**config.mk**
```make
export PLATFORM = sky130hd
export DESIGN_NAME = fifo_umbral_flat
export DESIGN_NICKNAME = d
export VERILOG_FILES = /design/src/rtl/fifo_umbral_if.sv /design/src/rtl/fifo_umbral.sv /design/src/flat_wrapper.sv
export SDC_FILE = /design/constraint.sdc
export NUM_CORES = 1
export LEC_CHECK = 0
export BUFFER_PORTS_ARGS = -buffer_cell sky130_fd_sc_hd__buf_4
export CORE_MARGIN = 3
export CORE_UTILIZATION = 25
export CTS_CLUSTER_DIAMETER = 40
export DETAILED_ROUTE_END_ITERATION = 12
export PLACE_DENSITY = 0.52
export REMOVE_ABC_BUFFERS = 1
export SETUP_SLACK_MARGIN = 0.3
export SYNTH_ARGS = -nofsm -noshare
export SYNTH_HDL_FRONTEND = slang
export SYNTH_SLANG_ARGS = --single-unit
export TNS_END_PERCENT = 50
```
**constraint.sdc**
```tcl
create_clock -name clk -period 3.2 [get_ports clk]
set_clock_uncertainty 0.1 [all_clocks]
set_input_delay 0.64 -clock clk [delete_from_list [all_inputs] [get_ports clk]]
set_output_delay 0.64 -clock clk [all_outputs]
set_load 0.01 [all_outputs]
```
**src/rtl/fifo_umbral_if.sv**
```systemverilog
// rtl/fifo_umbral_if.sv - FIFO data, threshold-config and status bundle
interface fifo_umbral_if #(
  parameter int DATA_WIDTH = 6,
  parameter int ADDR_WIDTH = 2
);
  logic                  init;
  logic [ADDR_WIDTH:0]   umbral_alto;
  logic [ADDR_WIDTH:0]   umbral_bajo;
  logic                  push;
  logic [DATA_WIDTH-1:0] data_in;
  logic                  pop;
  logic [DATA_WIDTH-1:0] data_out;
  logic                  valid_out;
  logic                  FifoFull;
  logic                  FifoEmpty;
  logic                  almost_full;
  logic                  almost_empty;
  logic                  fifo_error;

  modport master (
    output init, umbral_alto, umbral_bajo, push, data_in, pop,
    input  data_out, valid_out, FifoFull, FifoEmpty, almost_full, almost_empty, fifo_error
  );

  modport slave (
    input  init, umbral_alto, umbral_bajo, push, data_in, pop,
    output data_out, valid_out, FifoFull, FifoEmpty, almost_full, almost_empty, fifo_error
  );
endinterface

```
**src/rtl/fifo_umbral.sv**
```systemverilog
// rtl/fifo_umbral.sv - synchronous FIFO with threshold flags and sticky error
module fifo_umbral #(
  parameter int DATA_WIDTH = 6,
  parameter int ADDR_WIDTH = 2
) (
  input logic          clk,
  input logic          reset,
  fifo_umbral_if.slave bus
);
  localparam int DEPTH = 1 << ADDR_WIDTH;
  localparam int CW    = ADDR_WIDTH + 1;
  localparam logic [CW-1:0] FULL_CNT = CW'(DEPTH);

  logic [DATA_WIDTH-1:0] mem_q [DEPTH];
  logic [ADDR_WIDTH-1:0] wr_ptr_q, wr_ptr_d, rd_ptr_q, rd_ptr_d;
  logic [CW-1:0]         count_q, count_d, alto_q, alto_d, bajo_q, bajo_d;
  logic                  error_q, error_d, valid_q, valid_d;
  logic [DATA_WIDTH-1:0] dout_q, dout_d;
  logic                  pop_acc, push_acc;

  // A push on a full FIFO is still accepted when a pop frees the slot this cycle.
  always_comb begin
    pop_acc  = bus.pop && (count_q != '0);
    push_acc = bus.push && ((count_q != FULL_CNT) || pop_acc);
    wr_ptr_d = wr_ptr_q;
    rd_ptr_d = rd_ptr_q;
    count_d  = count_q;
    alto_d   = alto_q;
    bajo_d   = bajo_q;
    error_d  = error_q;
    dout_d   = dout_q;
    valid_d  = pop_acc;
    if (pop_acc) begin
      dout_d   = mem_q[rd_ptr_q];
      rd_ptr_d = rd_ptr_q + ADDR_WIDTH'(1);
    end
    if (push_acc) begin
      wr_ptr_d = wr_ptr_q + ADDR_WIDTH'(1);
    end
    case ({push_acc, pop_acc})
      2'b10:   count_d = count_q + CW'(1);
      2'b01:   count_d = count_q - CW'(1);
      default: count_d = count_q;
    endcase
    if ((bus.pop && !pop_acc) || (bus.push && !push_acc)) begin
      error_d = 1'b1;
    end
    if (bus.init) begin
      alto_d = bus.umbral_alto;
      bajo_d = bus.umbral_bajo;
    end
  end

  always_ff @(posedge clk) begin
    if (reset) begin
      wr_ptr_q <= '0;
      rd_ptr_q <= '0;
      count_q  <= '0;
      alto_q   <= FULL_CNT - CW'(1);
      bajo_q   <= CW'(1);
      error_q  <= 1'b0;
      dout_q   <= '0;
      valid_q  <= 1'b0;
    end else begin
      wr_ptr_q <= wr_ptr_d;
      rd_ptr_q <= rd_ptr_d;
      count_q  <= count_d;
      alto_q   <= alto_d;
      bajo_q   <= bajo_d;
      error_q  <= error_d;
      dout_q   <= dout_d;
      valid_q  <= valid_d;
    end
  end

  // Storage is deliberately left uninitialised by reset.
  always_ff @(posedge clk) begin
    if (!reset && push_acc) begin
      mem_q[wr_ptr_q] <= bus.data_in;
    end
  end

  assign bus.data_out     = dout_q;
  assign bus.valid_out    = valid_q;
  assign bus.FifoFull     = (count_q == FULL_CNT);
  assign bus.FifoEmpty    = (count_q == '0);
  assign bus.almost_full  = (count_q >= alto_q);
  assign bus.almost_empty = (count_q <= bajo_q);
  assign bus.fifo_error   = error_q;
endmodule

```
**src/flat_wrapper.sv**
```systemverilog
// flat-port wrapper written by rule: the top's interface ports become plain ports
module fifo_umbral_flat 
#(
  parameter int DATA_WIDTH = 6,
  parameter int ADDR_WIDTH = 2
)
  (clk, reset, bus_init, bus_umbral_alto, bus_umbral_bajo, bus_push, bus_data_in, bus_pop, bus_data_out, bus_valid_out, bus_FifoFull, bus_FifoEmpty, bus_almost_full, bus_almost_empty, bus_fifo_error);
  fifo_umbral_if #(.DATA_WIDTH(DATA_WIDTH), .ADDR_WIDTH(ADDR_WIDTH)) bus_i ();
  input logic clk;
  input logic reset;
  input wire logic [$bits(bus_i.init)-1:0] bus_init;
  input wire logic [$bits(bus_i.umbral_alto)-1:0] bus_umbral_alto;
  input wire logic [$bits(bus_i.umbral_bajo)-1:0] bus_umbral_bajo;
  input wire logic [$bits(bus_i.push)-1:0] bus_push;
  input wire logic [$bits(bus_i.data_in)-1:0] bus_data_in;
  input wire logic [$bits(bus_i.pop)-1:0] bus_pop;
  output wire logic [$bits(bus_i.data_out)-1:0] bus_data_out;
  output wire logic [$bits(bus_i.valid_out)-1:0] bus_valid_out;
  output wire logic [$bits(bus_i.FifoFull)-1:0] bus_FifoFull;
  output wire logic [$bits(bus_i.FifoEmpty)-1:0] bus_FifoEmpty;
  output wire logic [$bits(bus_i.almost_full)-1:0] bus_almost_full;
  output wire logic [$bits(bus_i.almost_empty)-1:0] bus_almost_empty;
  output wire logic [$bits(bus_i.fifo_error)-1:0] bus_fifo_error;
  assign bus_i.init = bus_init;
  assign bus_i.umbral_alto = bus_umbral_alto;
  assign bus_i.umbral_bajo = bus_umbral_bajo;
  assign bus_i.push = bus_push;
  assign bus_i.data_in = bus_data_in;
  assign bus_i.pop = bus_pop;
  assign bus_data_out = bus_i.data_out;
  assign bus_valid_out = bus_i.valid_out;
  assign bus_FifoFull = bus_i.FifoFull;
  assign bus_FifoEmpty = bus_i.FifoEmpty;
  assign bus_almost_full = bus_i.almost_full;
  assign bus_almost_empty = bus_i.almost_empty;
  assign bus_fifo_error = bus_i.fifo_error;
  fifo_umbral #(.DATA_WIDTH(DATA_WIDTH), .ADDR_WIDTH(ADDR_WIDTH)) u_core (.clk(clk), .reset(reset), .bus(bus_i));
endmodule
```
==> results.md <==
* Crit Path Max Fanout at 9
* Syn Std Cell Area at 2059 µm²
* Max-slew headroom at 0.6040
* Seq/Total Area, Yosys at 0.5541
* Hold Path Class: reg2reg
* Dpl hpwl at 2.641 mm
* Cells along the critical path: inv_1 > ha_1 > nand2b_1 > a21o_1 > a21o_1 > buf_4
* Power Density at 541.9 nW/µm²
* Clk pwr share at 0.276
* R2r worst-path depth at 6
* Hold path cells at 1
* Initial antenna violation count at 0
* Die height at 96.76 µm
* IO Port Bufs at 28
* Later-pin clock latency in the skew report at 0.29 ns
* Fill cell count at 832
* Via count at 1,215
* Combinational Power Share at 0.198
* Power Total at 0.001314 W
* CTS clk-pin slew, worst paths at 0.09 ns
* Smallest hold slack at 0.3771 ns
* Hold Buf Count CTS at 0
* Post-CTS Setup Bufs at 0
* Family with the most delay on the worst path: flip-flops
* Post-Route WL at 3.769 mm
* Root Buffer: clkbuf_8
* Worst setup EP type: output pin
* Die W at 96.76 µm
* Vias in the first global route at 1,274
* ANT nets after route at 0
* CTS H-tree depth at 2
* Yosys reg bits at 45
* Core area at 7848 µm²
* Clock Path Buffers at 2
* Cells after Synth at 157
* Synth-to-layout area growth at 17.74%
* Crit path DAT at 1.93 ns
* Ys async rst share at 0
* Starting DRT DRC Count at 64
* Cts repair resizes at 0
* Post-synth EDFFs at 24
* Final Cycle Share at 0.8336
* Mean Syn Cell Area at 13.12 µm²
* Commonest non-fill, non-tap cell in the layout: buf_4
* Routed WL per cell at 13.22 µm
* Worst Tran Pin Value at 0.5940 ns
* Placed cells at 277
* CP max-delay cell: dfxtp_1
* FMAX at 374.9 MHz
* Diodes inserted at 0
* Initial Util at 0.2624
* Kind of start point of the critical path: flip-flop
* Fin. Hold Viols at 0
* Max cap viols at 0
* # nets final at 210
* Share of power burned in registers at 0.526
* First-pass GRT wire length at 6.465 mm
* TritonCTS Buffers at 5
* Synth Flop Type: edfxtp_1
* Internal at 0.0009467 W
* Setup violators final at 0
* Path length in cells of the critical path at 6
* Num Clock Sinks at 45
* Site Rows at 32
* CTS tree: done
* Drt drc at 0
* Die area at 9363 µm²
* Gr ovfl total at 0
* CP max stage delay at 0.53 ns
* Fin. max-slew vios at 0
* Largest net degree at the start of global routing at 20
* Finished Layout Cells at 285
* Critical path buffer and inverter count at 2
* Net Sw Power at 0.0003672 W
* Most used cell, CP: a21o_1
* Critical path required time at 2.46 ns
* Syn. warnings at 0
* First-pass DRT Iterations at 4
* Distinct cell type count after synthesis at 40
* Most frequent cells in the layout: 28 x buf_4, 24 x edfxtp_1, 21 x dfxtp_1
* Final setup TNS at 0 ns
* Tot GR Track Use at 0.08533
* I/O pins at 29
* Status: finished, final reports clean
* Placer Congestion at 0.6754
* RSZ-0062 raised after global routing: no
* Switching share of power at 0.2795
* Fraction of layout cells with a size suffix above 1 at 0.2842
* Post-DR vias/cell at 4.263
* CP Class: reg2out
* LEAKAGE at 0.9745 nW
* Max VDD drop at 0.1704 mV
* Post-route minimum period at 2.667 ns
[cell type report]
cell class	instances	area, µm²	share of cell area
clock buffer	5	68.82	0.02838
clock inverter	3	25.02	0.01032
inverter	11	41.29	0.01703
multi-input combinational	91	810.8	0.3344
sequential	45	1141	0.4706
tap	102	127.6	0.05263
timing repair buffer	28	210.2	0.08669
[flip-flops by register name (all words and copies together), names as in the netlist]
signal	flops
u_core.bus.fifo_error	1
u_core.alto_q	3
u_core.bajo_q	3
u_core.bus.data_out	6
u_core.wr_ptr_q	2
u_core.bus.valid_out	1
u_core.mem_q	24
u_core.rd_ptr_q	2
u_core.count_q	3
[cell families (layout without fill, tap and decap cells)]
logic type | Yosys count | after routing | share of synthesized area
AO/OA/AOI/OAI | 16 | 16 | 0.06986
XOR/XNOR | 4 | 4 | 0.01701
multiplexers | 19 | 19 | 0.1312
flip-flops | 45 | 45 | 0.5541
buffers and inverters | 21 | 47 | 0.05225
adder cells (fa/ha/maj) | 11 | 11 | 0.07047
AND/OR/NAND/NOR | 41 | 41 | 0.1051
[metal layers]
metal	global-route usage	vias up	wire [µm]
met4	0.02916	0	30
met1	0.1060	579	1693
li1	-	612	-
met3	0.02379	2	154
met5	0	-	0
met2	0.1423	22	1891
[Yosys cell counts, types with 2 or more instances]
library cell   n  share of area
nand2b_1       3         0.0091
mux4_2         6          0.066
and3_2         4          0.015
nand3_1        3         0.0073
buf_6          3          0.016
dfxtp_1       21           0.20
xor2_1         4          0.017
or2_2          3         0.0091
nor2_1        16          0.029
nand2_1        5         0.0091
edfxtp_1      24           0.35
o2111ai_1      2         0.0085
nor3b_1        2         0.0073
a21o_1         2         0.0073
buf_2          2         0.0049
inv_1         10          0.018
ha_1          10          0.061
o21a_1         2         0.0073
clkbuf_1       2         0.0036
mux2i_1       12          0.058
buf_1          2         0.0036
[power groups by stage]
stage               Combinational (W)  Sequential [W]  Clock, W
floorplan                    0.000161        0.000700         0
detailed placement           0.000266        0.000707         0
CTS                          0.000266        0.000693  0.000381
global placement             0.000261        0.000707         0
global route                 0.000292        0.000701  0.000405
finish                       0.000260        0.000692  0.000363
[final timing paths]
check,slack [ns],to,startpoint
max,0.53,bus_almost_full,u_core.count_q[0]
min,0.38,u_core.bus.fifo_error,u_core.bus.fifo_error
max reg2reg,0.71,u_core.count_q[2],u_core.count_q[2]
min reg2reg,0.38,u_core.bus.fifo_error,u_core.bus.fifo_error
[per-stage QoR]
step / utilization / instance area (µm²) / worst slack, ns
after floorplan: - / 1993 / 0.8877
after global placement: 0.2970 / 2331 / 0.5819
after detailed placement: 0.2970 / 2331 / 0.5311
after CTS: 0.3090 / 2425 / 0.4903
after global routing: 0.3090 / 2425 / 0.3786
final: 0.3090 / 2425 / 0.5326
Power figures use the tool's default switching activity.
